File: config.mk
export PLATFORM = sky130hd
export DESIGN_NAME = fifo_rd_streamer
export DESIGN_NICKNAME = d
export VERILOG_FILES = /design/src/rtl/fifo_rd_pkg.sv /design/src/rtl/fifo_skid_buf.sv /design/src/rtl/fifo_rd_streamer.sv
export SDC_FILE = /design/constraint.sdc
export NUM_CORES = 1
export LEC_CHECK = 0
export ABC_AREA = 1
export BUFFER_PORTS_ARGS = -buffer_cell sky130_fd_sc_hd__buf_2
export CAP_MARGIN = 20
export CORE_UTILIZATION = 58
export CTS_CLUSTER_DIAMETER = 30
export DETAILED_ROUTE_END_ITERATION = 8
export PLACE_DENSITY_LB_ADDON = 0.1
export SETUP_SLACK_MARGIN = 0.1
export SYNTH_ARGS = -nofsm -noshare
export SYNTH_HDL_FRONTEND = slang
export SYNTH_SLANG_ARGS = --single-unit
File: constraint.sdc
create_clock -name rd_clk -period 5.3 [get_ports rd_clk]
set_input_delay 0 -clock rd_clk [delete_from_list [all_inputs] [get_ports rd_clk]]
set_output_delay 0 -clock rd_clk [all_outputs]
set_load 0.02 [all_outputs]
File: src/rtl/fifo_rd_pkg.sv
// Shared sizing defaults and skid-buffer occupancy encoding for the FIFO read-side streamer.
package fifo_rd_pkg;

  localparam int DEF_WIDTH = 8;
  localparam int DEF_CNT_W = 16;

  typedef enum logic [1:0] {
    OCC_EMPTY = 2'd0,
    OCC_ONE   = 2'd1,
    OCC_TWO   = 2'd2
  } occ_t;

endpackage

File: src/rtl/fifo_skid_buf.sv
// Two-entry register skid buffer; the head entry is always the presented word.
//   state     | meaning
//   OCC_EMPTY | no word held, valid low
//   OCC_ONE   | head holds the only word
//   OCC_TWO   | head presented, tail waiting behind it
module fifo_skid_buf
  import fifo_rd_pkg::*;
#(
  parameter int WIDTH = DEF_WIDTH
) (
  input  logic             rd_clk,
  input  logic             rst,
  input  logic             push,
  input  logic [WIDTH-1:0] push_data,
  input  logic             pop,
  input  logic             flush,
  output logic [WIDTH-1:0] head_data,
  output logic             valid,
  output occ_t             occ
);

  logic [WIDTH-1:0] head;
  logic [WIDTH-1:0] tail;

  always_ff @(posedge rd_clk or negedge rst) begin
    if (!rst) begin
      occ  <= OCC_EMPTY;
      head <= '0;
      tail <= '0;
    end else if (flush) begin
      occ <= OCC_EMPTY;
    end else begin
      unique case (occ)
        OCC_EMPTY: begin
          if (push) begin
            head <= push_data;
            occ  <= OCC_ONE;
          end
        end
        OCC_ONE: begin
          if (push && pop) begin
            head <= push_data;
          end else if (push) begin
            tail <= push_data;
            occ  <= OCC_TWO;
          end else if (pop) begin
            occ <= OCC_EMPTY;
          end
        end
        OCC_TWO: begin
          if (pop) begin
            head <= tail;
            occ  <= OCC_ONE;
          end
        end
        default: occ <= OCC_EMPTY;
      endcase
    end
  end

  assign head_data = head;
  assign valid     = (occ != OCC_EMPTY);

  // The credit rule upstream must never let a word land on a full buffer.
  a_no_overflow: assert property (@(posedge rd_clk) disable iff (!rst)
    !(occ == OCC_TWO && push));

endmodule

File: src/rtl/fifo_rd_streamer.sv
// Read-domain FIFO consumer: credit-limited pops, one-cycle read latency tracking,
// valid/ready output through a 2-entry skid buffer, flush and delivered-word counter.
module fifo_rd_streamer
  import fifo_rd_pkg::*;
#(
  parameter int WIDTH = DEF_WIDTH,
  parameter int CNT_W = DEF_CNT_W
) (
  input  logic             rd_clk,
  input  logic             rst,
  input  logic             empty_flag,
  input  logic [WIDTH-1:0] rd_data,
  output logic             rd_en,
  output logic [WIDTH-1:0] m_data,
  output logic             m_valid,
  input  logic             m_ready,
  input  logic             flush,
  output logic [CNT_W-1:0] rd_count
);

  occ_t       occ;
  logic       inflight;
  logic       leave;
  logic [2:0] credit;

  assign leave = m_valid && m_ready;

  // Words held plus the word on the read bus, less the one leaving this edge.
  assign credit = {1'b0, occ} + {2'b00, inflight} - {2'b00, leave};
  assign rd_en  = rst && !empty_flag && !flush && (credit < 3'd2);

  always_ff @(posedge rd_clk or negedge rst) begin
    if (!rst) begin
      inflight <= 1'b0;
    end else if (flush) begin
      inflight <= 1'b0;
    end else begin
      inflight <= rd_en;
    end
  end

  always_ff @(posedge rd_clk or negedge rst) begin
    if (!rst) begin
      rd_count <= '0;
    end else if (leave && !flush) begin
      rd_count <= rd_count + CNT_W'(1);
    end
  end

  fifo_skid_buf #(
    .WIDTH(WIDTH)
  ) u_skid (
    .rd_clk    (rd_clk),
    .rst       (rst),
    .push      (inflight),
    .push_data (rd_data),
    .pop       (leave && !flush),
    .flush     (flush),
    .head_data (m_data),
    .valid     (m_valid),
    .occ       (occ)
  );

endmodule

After elaboration in Yosys (flattened, before gate mapping):

Cells that the tools add are included.

* add/subtract/negate cells: 3
* $lt $le $gt $ge: 1
* equality and inequality tests: 9
* mux-type cells: 12
* bitwise logic cells: 2
* reduce and logical (&&, ||, !) cells: 14

Operator list (count)
* 8-bit 2-to-1 mux: 3
* 8-bit one-hot mux with 3 select lines: 1
* 16-bit by 1-bit adder with 16-bit output (second input constant): 1
* 2-bit 2-to-1 mux: 6
* 4-bit AND reduction: 2
* 1-bit logical AND: 6
* 3-bit != test (second input constant): 2
* 2-bit one-hot mux with 3 select lines: 1
* 5-bit AND reduction: 1
* 2-bit by 1-bit != test with 1-bit output (second input constant): 2
* 4-bit by 3-bit != test with 1-bit output (second input constant): 1
* 2-bit by 1-bit adder with 3-bit output: 1
* 3-bit by 2-bit < comparator with 1-bit output (second input constant): 1
* 3-bit by 2-bit != test with 1-bit output (second input constant): 1
* 3-bit nonzero test: 1
* 3-bit by 1-bit subtractor with 3-bit output: 1
* 2-bit by 1-bit equality test with 1-bit output (second input constant): 1
* 2-bit equality test (second input constant): 1
* 1-bit zero test: 2
* 2-bit zero test: 1
* 2-bit != test (second input constant): 1
* 1-bit inverter: 2
* 2-bit nonzero test: 1
* 1-bit 2-to-1 mux: 1

* register bits: 35
* input port bits: 13
* output and inout bits: 26
* logic and storage cells: 46

Longest topological paths before layout:

* depth in word-level cells: 8
* mapped depth: 8
* mapped depth without buffers: 8

By module:

A second synthesis with hierarchy kept.

* cell total of the unflattened synthesis: 234
* area total of the unflattened synthesis: 1891.8 sq um

By module, submodules not included
* fifo_rd_streamer: instances 1, cells each 115, area an instance 954.7 sq um, seq. area each 425.4 sq um
* fifo_skid_buf: instances 1, cells each 119, area an instance 937.1 sq um, seq. area each 450.4 sq um

Worst setup path before layout:

OpenSTA, ideal clock, no wires.

* path type: flip-flop to output port
* start point: reg u_skid.occ[1]
* end point: out rd_en
* arrival: 2.275 ns
* required time: 5.300 ns
* path slack: 3.025 ns
* cell stages (with the launch flop): 9
* path buffers: 0
* cells stage by stage: dfrtp_1 nor2_2 nor2_2 ha_1 inv_1 nand2_1 fa_1 nand2_1 nor4_1

* cells in the longest elaborated chain, start to end: 5
* elaborated cells on any way between the ends: 6
* those cells by class: add/sub: 2; order compare: 1; reduce/logical: 3

Ends and longest elaborated chain
* start, declared: RTL line fifo_skid_buf.sv:19 `output occ_t occ`
* start signal, assigned: RTL line fifo_skid_buf.sv:27 `occ <= OCC_EMPTY;`
* start signal, assigned: RTL line fifo_skid_buf.sv:31 `occ <= OCC_EMPTY;`
* start signal, assigned: RTL line fifo_skid_buf.sv:37 `occ <= OCC_ONE;`
* branches (longest 2 deep; another with 2-bit by 1-bit adder with 3-bit output)
* 3-bit by 1-bit subtractor with 3-bit output *: RTL line fifo_rd_streamer.sv:29 `assign credit = {1'b0, occ} + {2'b00, inflight} - {2'b00, leave};`
* 3-bit by 2-bit < comparator with 1-bit output *: RTL line fifo_rd_streamer.sv:30 `assign rd_en = rst && !empty_flag && !flush && (credit < 3'd2);`
* 1-bit logical AND *: RTL line fifo_rd_streamer.sv:30
* end, declared: RTL line fifo_rd_streamer.sv:13 `output logic rd_en,`

Mark *: on every way between the ends.

Worst setup path after layout:

* start point: reg u_skid.occ[1]
* end point: reg inflight

* cells in the longest elaborated chain, start to end: 6
* elaborated cells on any way between the ends: 7
* those cells by class: add/sub: 2; order compare: 1; mux: 1; reduce/logical: 3

Ends and longest elaborated chain
* branches (longest 2 deep; another with 2-bit by 1-bit adder with 3-bit output)
* 3-bit by 1-bit subtractor with 3-bit output *: RTL line fifo_rd_streamer.sv:29
* 3-bit by 2-bit < comparator with 1-bit output *: RTL line fifo_rd_streamer.sv:30
* 1-bit logical AND *: RTL line fifo_rd_streamer.sv:30
* 1-bit 2-to-1 mux *: RTL line fifo_rd_streamer.sv:35 `end else if (flush) begin`
* end signal, assigned: RTL line fifo_rd_streamer.sv:38 `inflight <= rd_en;`
* end, declared: RTL line fifo_rd_streamer.sv:22 `logic inflight;`

Marked as above.
A chain may end at the register's enable or synchronous reset.

==> flow_metrics.tcl <==
set metrics [dict create \
    status "complete, no violations" \
    mostFrequentLayoutCell "nand2_1" \
    clk_pin_slew_ns 0.11 \
    setup-violations-final 0 \
    fin_skew_ns 0.00740 \
    cpPeakStageDelay_ns 0.58 \
    grt_max_degree 37 \
    synth_seq_cells 35 \
    utilization 0.739 \
    rows 20 \
    start_util 0.607 \
    first_iter_violations 94 \
    chipWidth_um 58.5 \
    layout_common_cells "nand2_1, buf_2, dfrtp_1" \
    critPathBufInv 2 \
    drive_above_1_share 0.296 \
    via_count 1554 \
    place_hpwl_um 2420 \
    synth-main-ff-cell "dfrtp_1" \
    n_antenna_cell 0 \
    grt-busiest-layer "met2" \
    numCtsBuffers 5 \
    globalplace.congestion 0.803 \
    clkLatencyLatePin_ns 0.34 \
    fin_crit_ns 2.65 \
    irDropWorstVdd_v 0.000214 \
    ctsRootBufferMaster "clkbuf_4" \
    cp_slowest_cell "dlygate4sd3_1" \
    grt_pass1_vias 1448 \
    cellPowerDensity_nw_per_um2 304 \
    use_met2 0.406 \
    synth_fp_nets 228 \
    synth.yosys.warnings 0 \
    synth-async-reset-ratio 1.00 \
    cp_max_fo 6 \
    cts_tree "done" \
    syn_area_per_cell_um2 8.74 \
    drtAntennaViolNets 0 \
    post_drt_wl_per_cell_um 11.5 \
    ys_seq_area_frac 0.473 \
    finalSetupTns_ns 0 \
    cts_buffer_depth 2 \
    synth.cell_area_um2 1850 \
    coreArea_um2 3050 \
    die_y_um 58.5 \
    start_kind "flip-flop" \
    met1_usage 0.269 \
    antenna_found_initial 0 \
    cp.arrival_ns 2.93 \
    leakage_uw 0.00118 \
    cap_violations 0 \
    hold_viol 0 \
    hp-class "in2reg" \
    syn_inst 212 \
    grt_util_met3 0.0703 \
    syn_to_final_growth_pct 21.8 \
    path_class "reg2reg" \
    maxSlewHeadroom 0.442 \
    die-area_um2 3430 \
    nNetsFinal 282 \
    track_usage 0.236 \
    endpoint_kind "flip-flop" \
    rsz0062_at_grt "no" \
    cts_max_level 2 \
    synth_cell_type_count 29 \
    cp_data_required_time_ns 5.58 \
    grt_overflow 0 \
    grt_pass1_wl_um 6000 \
    numClockSinks 35 \
    via_per_inst 5.00 \
    synth_edf_count 0 \
    ioPinCount 39 \
    drcViolationCount 0 \
    critPathTopFamily "adder cells" \
    post_cts_buffers 0 \
    worstPathCellList "nor2_2 > nor2_2 > ha_1 > inv_1 > nand2_1 > fa_1 > nand2_1 > nor4_1 > dlygate4sd3_1" \
    worst_slew_pin_slew_ns 0.837 \
    slew_viol_final 0 \
    fin_crit_sh 0.500 \
    routed_wl_um 3560 \
    drtPass1Iterations 4 \
    max_freq_mhz 377 \
    port_buffers 38 \
]
-- final timing paths --
path,depth (start not counted),slack (ns),start,endpoint
max,9,2.65,u_skid.occ[1],inflight
max reg2reg,9,2.65,u_skid.occ[1],inflight
min in group asynchronous,2,0.26,rst,rd_count[3]
min,3,0.09,m_ready,rd_count[0]
max in group asynchronous,2,4.54,rst,rd_count[9]
min reg2reg,2,0.48,u_skid.tail[2],u_skid.tail[2]
-- area by class of cell --
| type | instances | area (um^2) |
|---|---|---|
| flip-flops and latches | 35 | 876 |
| clock buffers | 8 | 68.8 |
| repair buffers | 50 | 310 |
| multi-input cells | 149 | 853 |
| fillers | 253 | 796 |
| well taps | 44 | 55.1 |
| inverters | 25 | 93.8 |
-- timing repair --
item	CTS	global route
hold buffers	12	0
resized for setup	0	0
endpoints found under the hold margin	45	0
-- power breakdown --
part	internal (uW)	switching, uW
sequential	309	32.1
clock	78.1	86.9
combinational	69.6	110
-- layer usage --
metal | vias up | share of wire
met2 | 46 | 0.48
met4 | 0 | 0.028
met5 | - | 0
met1 | 717 | 0.45
li1 | 779 | -
met3 | 12 | 0.047
-- cells by family (layout without fill, tap and decap cells) --
| logic type | count (synthesis) | in the layout | share of synthesized area |
|---|---|---|---|
| flip-flops | 35 | 35 | 0.473 |
| AO/OA/AOI/OAI | 30 | 30 | 0.120 |
| XOR/XNOR | 12 | 12 | 0.0567 |
| buffers and inverters | 28 | 83 | 0.0668 |
| AND/OR/NAND/NOR | 104 | 104 | 0.260 |
| adder cells (fa/ha/maj) | 3 | 3 | 0.0243 |
-- per-stage QoR --
stage / area, um^2 / worst slack [ns] / hold WS [ns] / std cells / total power, uW
6_report: 2260 / 2.65 / 0.0891 / 311 / 686
2_1_floorplan: 1850 / 3.02 / -0.296 / 212 / 460
3_5_place_dp: 2070 / 3.14 / 0.122 / 291 / 520
5_1_grt: 2260 / 2.50 / 0.0729 / 311 / 726
4_1_cts: 2260 / 2.67 / 0.0801 / 311 / 692
3_3_place_gp: 2070 / 3.24 / 0.124 / 291 / 516
-- tightest hold or removal path, delay by kind of cell --
kind | cells | cell delay (ns)
xor+xnor | 1 | 0.08
buf+inv | 1 | 0.15
simple gates | 1 | 0.16
-- sequential cells by signal (all words and copies together), names as in the netlist --
name and flops:
rd_count 16, inflight 1, u_skid.tail 8, u_skid.occ 2
u_skid.head_data 8
-- Yosys cell counts, types with 4 or more instances --
master / count / area share
nand2_2: 5 / 0.017
o21ai_0: 8 / 0.022
nand3_1: 7 / 0.019
inv_1: 21 / 0.043
o21ai_2: 17 / 0.080
xor2_1: 10 / 0.047
inv_2: 4 / 0.0081
nor2_1: 14 / 0.028
nand2_1: 64 / 0.13
dfrtp_1: 35 / 0.47
(Power assumes the default switching activity.)
